===== src/rtl/mesh_edge_pkg.sv =====
// Shared header layout and helpers for the mesh router edge FIFO bank.
// The optional MESH_EDGE_FIFO_STATS_EN build adds per-channel push statistics.
package mesh_edge_pkg;

    localparam int PCKG_SZ_DEF = 40;

    localparam int JUMP_W = 8;
    localparam int ROW_W  = 4;
    localparam int COL_W  = 4;
    localparam int MODE_W = 1;
    localparam int HDR_W  = JUMP_W + ROW_W + COL_W + MODE_W;

    // Header fields are packed from the MSB down: nxt_jump, row, col, mode
    localparam int JUMP_MSB = PCKG_SZ_DEF - 1;
    localparam int ROW_MSB  = JUMP_MSB - JUMP_W;
    localparam int COL_MSB  = ROW_MSB - ROW_W;
    localparam int MODE_MSB = COL_MSB - COL_W;

    localparam logic [PCKG_SZ_DEF-18-1:0] BDCST = {(PCKG_SZ_DEF-18){1'b1}};

    typedef enum logic {
        OVF_REJECT      = 1'b0,
        OVF_DROP_OLDEST = 1'b1
    } ovf_policy_e;

    function automatic logic [HDR_W-1:0] mk_hdr(
        input logic [JUMP_W-1:0] jump,
        input logic [ROW_W-1:0]  row,
        input logic [COL_W-1:0]  col,
        input logic [MODE_W-1:0] mode
    );
        return {jump, row, col, mode};
    endfunction

endpackage


===== src/rtl/edge_fifo_ch.sv =====
// One show-ahead FIFO channel: storage, wrapping pointers, occupancy and sticky flags.
// With MESH_EDGE_FIFO_STATS_EN defined it also keeps accepted/dropped push counters.
module edge_fifo_ch
    import mesh_edge_pkg::*;
#(
    parameter int W           = PCKG_SZ_DEF,
    parameter int DEPTH       = 4,
    parameter int AF_LEVEL    = 3,
    parameter int DROP_OLDEST = 0
) (
    input  logic                         clk,
    input  logic                         reset,
    input  logic                         push,
    input  logic [W-1:0]                 din,
    input  logic                         pop,
    output logic                         full,
    output logic                         almost_full,
    output logic                         pndng,
    output logic [W-1:0]                 data_out,
    output logic [$clog2(DEPTH+1)-1:0]   count,
    output logic                         ovf,
    output logic                         udf
`ifdef MESH_EDGE_FIFO_STATS_EN
    ,
    output logic [31:0]                  accepted_cnt,
    output logic [15:0]                  dropped_cnt
`endif
);

    localparam int CW = $clog2(DEPTH+1);
    localparam int PW = $clog2(DEPTH);
    localparam logic [CW-1:0] DEPTH_C = CW'(DEPTH);
    localparam logic [CW-1:0] AF_C    = CW'(AF_LEVEL);
    localparam logic [PW-1:0] LAST    = PW'(DEPTH-1);
    localparam ovf_policy_e   POLICY  = (DROP_OLDEST != 0) ? OVF_DROP_OLDEST : OVF_REJECT;

    logic [W-1:0]  mem [DEPTH];
    logic [PW-1:0] rd_ptr, wr_ptr;
    logic [CW-1:0] cnt;
    logic          empty, is_full, overflow_evt, underflow_evt;
    logic          do_write, do_pop, advance_rd;

    // Explicit compare keeps the wrap correct for non-power-of-two depths
    function automatic logic [PW-1:0] bump(input logic [PW-1:0] p);
        return (p == LAST) ? '0 : p + 1'b1;
    endfunction

    always_comb begin
        empty         = (cnt == '0);
        is_full       = (cnt == DEPTH_C);
        overflow_evt  = push && !pop && is_full;
        underflow_evt = pop && !push && empty;
        do_pop        = pop && !empty;
        do_write      = push && (!overflow_evt || (POLICY == OVF_DROP_OLDEST));
        advance_rd    = do_pop || (overflow_evt && (POLICY == OVF_DROP_OLDEST));
    end

    always_ff @(posedge clk or negedge reset) begin
        if (!reset) begin
            rd_ptr <= '0;
            wr_ptr <= '0;
            cnt    <= '0;
            ovf    <= 1'b0;
            udf    <= 1'b0;
        end else begin
            if (do_write)
                wr_ptr <= bump(wr_ptr);
            if (advance_rd)
                rd_ptr <= bump(rd_ptr);
            if (do_write && !advance_rd)
                cnt <= cnt + 1'b1;
            else if (advance_rd && !do_write)
                cnt <= cnt - 1'b1;
            if (overflow_evt)
                ovf <= 1'b1;
            if (underflow_evt)
                udf <= 1'b1;
        end
    end

    // Storage is deliberately left out of reset; the pointers alone define validity
    always_ff @(posedge clk) begin
        if (do_write)
            mem[wr_ptr] <= din;
    end

    assign full        = is_full;
    assign almost_full = (cnt >= AF_C);
    assign pndng       = !empty;
    assign data_out    = empty ? '0 : mem[rd_ptr];
    assign count       = cnt;

`ifdef MESH_EDGE_FIFO_STATS_EN
    always_ff @(posedge clk or negedge reset) begin
        if (!reset) begin
            accepted_cnt <= '0;
            dropped_cnt  <= '0;
        end else begin
            if (do_write)
                accepted_cnt <= accepted_cnt + 32'd1;
            if (overflow_evt && (dropped_cnt != 16'hFFFF))
                dropped_cnt <= dropped_cnt + 16'd1;
        end
    end
`endif

endmodule


===== src/rtl/mesh_edge_fifo.sv =====
// Bank of NCH independent injection FIFOs feeding the mesh router edge ports.
// Define MESH_EDGE_FIFO_STATS_EN to expose per-channel accepted/dropped counters.
module mesh_edge_fifo
    import mesh_edge_pkg::*;
#(
    parameter int PCKG_SZ     = PCKG_SZ_DEF,
    parameter int DEPTH       = 4,
    parameter int NCH         = 16,
    parameter int AF_LEVEL    = 3,
    parameter int DROP_OLDEST = 0
) (
    input  logic                             clk,
    input  logic                             reset,
    input  logic [NCH-1:0]                   push,
    input  logic [NCH*PCKG_SZ-1:0]           din,
    output logic [NCH-1:0]                   full,
    output logic [NCH-1:0]                   almost_full,
    output logic [NCH-1:0]                   pndng,
    output logic [NCH*PCKG_SZ-1:0]           data_out,
    input  logic [NCH-1:0]                   pop,
    output logic [NCH*$clog2(DEPTH+1)-1:0]   count,
    output logic [NCH-1:0]                   ovf,
    output logic [NCH-1:0]                   udf
`ifdef MESH_EDGE_FIFO_STATS_EN
    ,
    output logic [NCH*32-1:0]                accepted_cnt,
    output logic [NCH*16-1:0]                dropped_cnt
`endif
);

    localparam int CW = $clog2(DEPTH+1);

    for (genvar i = 0; i < NCH; i++) begin : g_ch
        edge_fifo_ch #(
            .W           (PCKG_SZ),
            .DEPTH       (DEPTH),
            .AF_LEVEL    (AF_LEVEL),
            .DROP_OLDEST (DROP_OLDEST)
        ) u_ch (
            .clk          (clk),
            .reset        (reset),
            .push         (push[i]),
            .din          (din[i*PCKG_SZ +: PCKG_SZ]),
            .pop          (pop[i]),
            .full         (full[i]),
            .almost_full  (almost_full[i]),
            .pndng        (pndng[i]),
            .data_out     (data_out[i*PCKG_SZ +: PCKG_SZ]),
            .count        (count[i*CW +: CW]),
            .ovf          (ovf[i]),
            .udf          (udf[i])
`ifdef MESH_EDGE_FIFO_STATS_EN
            ,
            .accepted_cnt (accepted_cnt[i*32 +: 32]),
            .dropped_cnt  (dropped_cnt[i*16 +: 16])
`endif
        );
    end

endmodule


===== config.mk =====
export PLATFORM = sky130hd
export DESIGN_NAME = mesh_edge_fifo
export DESIGN_NICKNAME = d
export VERILOG_FILES = /design/src/rtl/mesh_edge_pkg.sv /design/src/rtl/edge_fifo_ch.sv /design/src/rtl/mesh_edge_fifo.sv
export SDC_FILE = /design/constraint.sdc
export NUM_CORES = 2
export LEC_CHECK = 0
export ABC_AREA = 1
export CORE_AREA = 2 2 563 565
export DETAILED_ROUTE_END_ITERATION = 10
export DIE_AREA = 0 0 565 567
export HOLD_SLACK_MARGIN = 0.12
export PLACE_DENSITY = 0.68
export SKIP_CTS_REPAIR_TIMING = 1
export SLEW_MARGIN = 20
export SYNTH_ARGS = -nofsm -noshare
export SYNTH_HDL_FRONTEND = slang
export SYNTH_HIERARCHICAL = 1
export SYNTH_SLANG_ARGS = --single-unit

===== constraint.sdc =====
create_clock -name clk -period 3.3 [get_ports clk]
set_input_delay 0.99 -clock clk [delete_from_list [all_inputs] [get_ports clk]]
set_output_delay 0.99 -clock clk [all_outputs]
set_load 0.01 [all_outputs]

# == Word level (Yosys, flattened, before mapping) ==
# Memories as Yosys holds them, arrays and structs flattened.
# Index checks and enable logic that the tools add are counted.
# totals
ramBits,2560
ff_bits,144
memories,16
rom_bits,0
output_inout_bits,768
elab_cells,592
latch_bits,0
# classes
shifts,0
add_sub_neg,64
bitwise,0
order_cmp,16
n_mul,0
mux,112
n_div,0
n_reduce_logical,256
eq_ne,48
# memory_table
name,words,word_bits,rd,rd_clocked_by_memory_dff,write_ports,line,text
g_ch[0].u_ch.mem,4,40,1,0,1,edge_fifo_ch.sv:37,logic [W-1:0] mem [DEPTH];
g_ch[10].u_ch.mem,4,40,1,0,1,edge_fifo_ch.sv:37,
g_ch[11].u_ch.mem,4,40,1,0,1,edge_fifo_ch.sv:37,
g_ch[12].u_ch.mem,4,40,1,0,1,edge_fifo_ch.sv:37,
g_ch[13].u_ch.mem,4,40,1,0,1,edge_fifo_ch.sv:37,
g_ch[14].u_ch.mem,4,40,1,0,1,edge_fifo_ch.sv:37,
10 more memories,--,--,--,--,--,--,
# ops
cell,n
$mux 40,16
$logic_and 1x1->1,128
$logic_not 1->1,96
$mux 3,32
$add 2x1->2 const B,32
$eq 2x2->1 const B,32
$mux 2,32
$add 3x1->3 const B,16
$eq 3x3->1 const B,16
$ge 3x2->1 const B,16
$logic_not 3->1,16
$sub 3x1->3 const B,16
$mux 1,32
$reduce_bool 2->1,16

# == Longest topological paths before layout ==
# logic_depth
word_depth,9
depth_mapped,12
mapped_depth_nobuf,12

# == Hierarchy ==
# Netlist, hierarchy kept.
# by_module_without_submodules
mod,cells_each,area_each_um2,instances,seq_area_each_um2
edge_fifo_ch,660,7241.9,16,5029.8

# == Worst setup path after synthesis ==
# Ideal clock, no wire load.
# synth_path
kind,input to register
startpoint,input port push[0]
endpoint,"memory g_ch[0].u_ch/mem[0][0] (netlist bit), enable pin"
stages,5
arrival_ps,2951
path_slack_ps,-88
n_path_buf,0
required_time_ps,2863
cell_sequence,inv_1 nor2_1 nand3_2 nand2_2 nor2_1
# synth_between
elab_chain_cells,6
# synth_rtl
item,line,text
start: declaration,mesh_edge_fifo.sv:14,"input logic [NCH-1:0] push,"
$logic_and 1x1->1 (2 in a row),edge_fifo_ch.sv:51,overflow_evt = push && !pop && is_full;
$logic_not 1->1,edge_fifo_ch.sv:54,do_write = push && (!overflow_evt || (POLICY == OVF_DROP_OLDEST));
$logic_and 1x1->1 *,edge_fifo_ch.sv:54,
$mux 1 *,edge_fifo_ch.sv:83,if (do_write)
$mux 1 (not written as such) *,edge_fifo_ch.sv:84,mem[wr_ptr] <= din;
end: declaration,edge_fifo_ch.sv:37,
# Mark *: on every way between the ends. The rest lies on a longest branch, timed or not.

# == Worst setup path in the final report ==
# layout_path
startpoint,register g_ch[0].u_ch.rd_ptr[0]
endpoint,output port data_out[29]
# layout_between
elab_chain_cells,2
# layout_rtl
item,line,text
start: declaration,edge_fifo_ch.sv:38,"logic [PW-1:0] rd_ptr, wr_ptr;"
start signal: assignment,edge_fifo_ch.sv:69,rd_ptr <= bump(rd_ptr);
$mem_v2 4x40,--,
$mux 40,edge_fifo_ch.sv:90,assign data_out = empty ? '0 : mem[rd_ptr];
end: declaration,mesh_edge_fifo.sv:19,"output logic [NCH*PCKG_SZ-1:0] data_out,"
# No other way between the ends.

==> flow_summary.yaml <==
status:
  outcome: "finished, violations left"
  violations: "negative setup slack"
die:
  row_count: 206
  start_util_pct: 36.91
  die_width_um: 565
  top_level_ports: 1442
  dieArea_um2: 320400
  core_um2: 313900
  fp.dieH_um: 567
power_and_ir_drop:
  combPwrFrac_pct: 46.2
  leakage_nw: 67.88
  powerDensity_nw_per_um2: 967.9
  peakVddDrop_v: 0.0006869
  power_frac_seq_pct: 32.3
  p_clk_share_pct: 21.5
  p_sw_mw: 56.82
  power.internal_mw: 89.22
  p_sw_share_pct: 38.91
timing:
  hold_violations: 0
  holdWs_ps: 466.7
  drv_slew: 0
  rsz0062_at_grt: "true"
  tightest_slew_ps: 814.3
  period_needed_ps: 3637
  period_share_pct: 110.2
  slew_headroom_pct: 45.72
  worst_slack_ps: -336.7
  setup_viol: 303
  fin_worst_skew_ps: 44.41
  max_freq_mhz: 275.0
clock_network:
  ctsRootBufferMaster: "clkbuf_16"
  cts_buffers: 291
  clk_pin_slew_ps: 60
  insertion_delay_ps: 880
  cts_buffer_depth: 4
  clock-sinks: 2704
  cts_tree: "yes"
  htree_levels: 5
drt:
  drt-initial-drc-count: 7153
  routedWlPerCell_um: 21.65
  drc_errors: 0
  vias: 80720
  routed_wl_um: 363000
  drt_first_pass_iters: 8
  viasPerCell: 4.814
  ant_nets: 0
synth:
  yosys-top-cells-area: "edfxtp_1 66%, nand2_1 13%, inv_1 4.9%, dfrtp_1 3.1%, nand3_1 3.0%"
  synth_nets: 11350
  yosys.area.top_type_share_pct: 66.34
  yosysTopAreaCell: "edfxtp_1"
  synth_cells: 10560
  syn_area_um2: 115900
  yosysUniqueCellTypes: 25
  synth.avg_cell_area_um2: 10.97
  ys_seq_area_share_pct: 69.45
  yosys_warnings: 6
  ys_seq_elements: 2704
critical_path:
  end_kind: "output port"
  path_class: "reg2out"
  worstPathMaxFanout: 22
  critical_path_required_ps: 2310
  arrival_ps: 2650
  start_kind: "flip-flop"
grt:
  grt_pass1_wl_um: 492900
  track_usage_pct: 20.68
  grt_pass1_vias: 74120
  antenna_found_initial: 134
  grt_max_degree: 84
  grt.overflow.total: 0
cells_and_area:
  drive_gt1_share_pct: 11.91
  fillCellCount: 27090
  area_growth_pct: 30.21
  register_area_um2: 80530
  multi_input_area_um2: 27390
  layout.nets: 13070
run:
  cap_violations: 0
place:
  pre_cts_ws_ps: 142.0
  portBuffers: 1441
  gp_congestion: 0.8998
  hpwl_um: 235200
min_path:
  hp-class: "reg2reg"
==> cell type report <==
type,instances,share of cell area (%)
Antenna cell,85,0.1410
Clock buffer,377,5.128
Clock inverter,154,0.9354
Inverter,1552,3.979
Multi-Input combinational cell,5824,18.16
Sequential cell,2704,53.38
Tap cell,4160,3.450
Timing Repair Buffer,1906,14.81
Timing Repair inverter,3,0.02239
==> state kept, by name (all words and copies together), names as in the netlist <==
signal	cells
g_ch.u_ch/udf	16
g_ch.u_ch/count	48
g_ch.u_ch/mem	2560
g_ch.u_ch/rd_ptr	32
g_ch.u_ch/ovf	16
g_ch.u_ch/wr_ptr	32
==> worst max-delay path, cell delays in order (launching register included) <==
cell and delay (ps):
dfrtp_2 460, inv_4 150, buf_12 180, nand2_1 70
nand2_1 90, nand2_1 80, a21oi_2 180, clkdlybuf4s50_1 570
==> final timing paths <==
kind,endpoint,slack (ps),cells past startpoint,startpoint
max,data_out[29],-340,7,g_ch[0].u_ch/rd_ptr[0]
min,g_ch[14].u_ch/ovf,470,2,g_ch[14].u_ch/ovf
max reg2reg,g_ch[0].u_ch/count[2],1240,10,g_ch[0].u_ch/count[0]
min reg2reg,g_ch[14].u_ch/ovf,470,2,g_ch[14].u_ch/ovf
max in group asynchronous,g_ch[4].u_ch/rd_ptr[0],1800,3,reset
min in group asynchronous,g_ch[13].u_ch/wr_ptr[0],600,2,reset
==> synth_stat cells (all sizes together) <==
cell	n
nor2	112
buf	464
xnor2	16
dfrtp	144
ha	96
xor2	16
nand2	4160
o21bai	16
or2	16
nand3	720
o21ai	16
clkbuf	16
a21oi	640
edfxtp	2560
inv	1552
fa	16
==> power by group through the flow <==
stage / combinational (mW) / clock (mW) / sequential [mW]
after floorplan: 31.6 / 0 / 47.7
after global placement: 62.7 / 0 / 47.5
after detailed placement: 63.0 / 0 / 47.6
after CTS: 63.5 / 31.9 / 47.0
after global routing: 71.8 / 33.3 / 47.8
final: 67.5 / 31.3 / 47.2
==> routing by layer <==
metal | vias to the layer above | routed length [um] | track usage, %
met5 | - | 559 | 0
met4 | 84 | 18650 | 9.930
met3 | 753 | 35400 | 6.473
met2 | 3359 | 169200 | 32.91
met1 | 38790 | 139200 | 25.47
li1 | 37730 | - | -
==> cells in the final DEF, fill, tap and decap left out, types with 17 or more instances in the layout <==
master	instances
nand3_2	21
diode_2	85
a21oi_4	38
clkinv_1	58
nand3_1	698
a21oi_1	325
dfrtp_1	105
dlymetal6s2s_1	576
dfrtp_2	37
nor2_1	32
clkbuf_16	349
buf_4	228
a21oi_2	277
clkdlybuf4s50_1	807
buf_6	53
buf_12	136
clkbuf_1	74
nand2_2	40
edfxtp_1	2560
ha_1	96
inv_4	17
clkinv_2	50
nand2_1	4097
inv_1	1504
nor2_4	78
nand2_4	23
==> stage by stage <==
step | instance area (um^2) | power [mW] | utilization, % | setup TNS, ps | std cells
global placement | 136600 | 110.1 | 43.50 | 0 | 16030
floorplan | 115900 | 79.34 | - | -225590 | 10560
finish | 150900 | 146.0 | 48.06 | -24490 | 16770
global route | 150800 | 152.9 | 48.03 | -76190 | 16730
CTS | 145700 | 142.4 | 46.42 | -351960 | 16560
detailed placement | 136600 | 110.7 | 43.50 | 0 | 16030
==> logic make-up after synthesis <==
group / synth area share, %
and+or+nand+nor: 17.28
DFF: 69.45
buffers and inverters: 8.103
AOI/OAI and AO/OA: 3.611
adders and majority gates: 1.313
xor gates and xnor gates: 0.2419
Note: power is estimated with default switching activity, not from simulation.
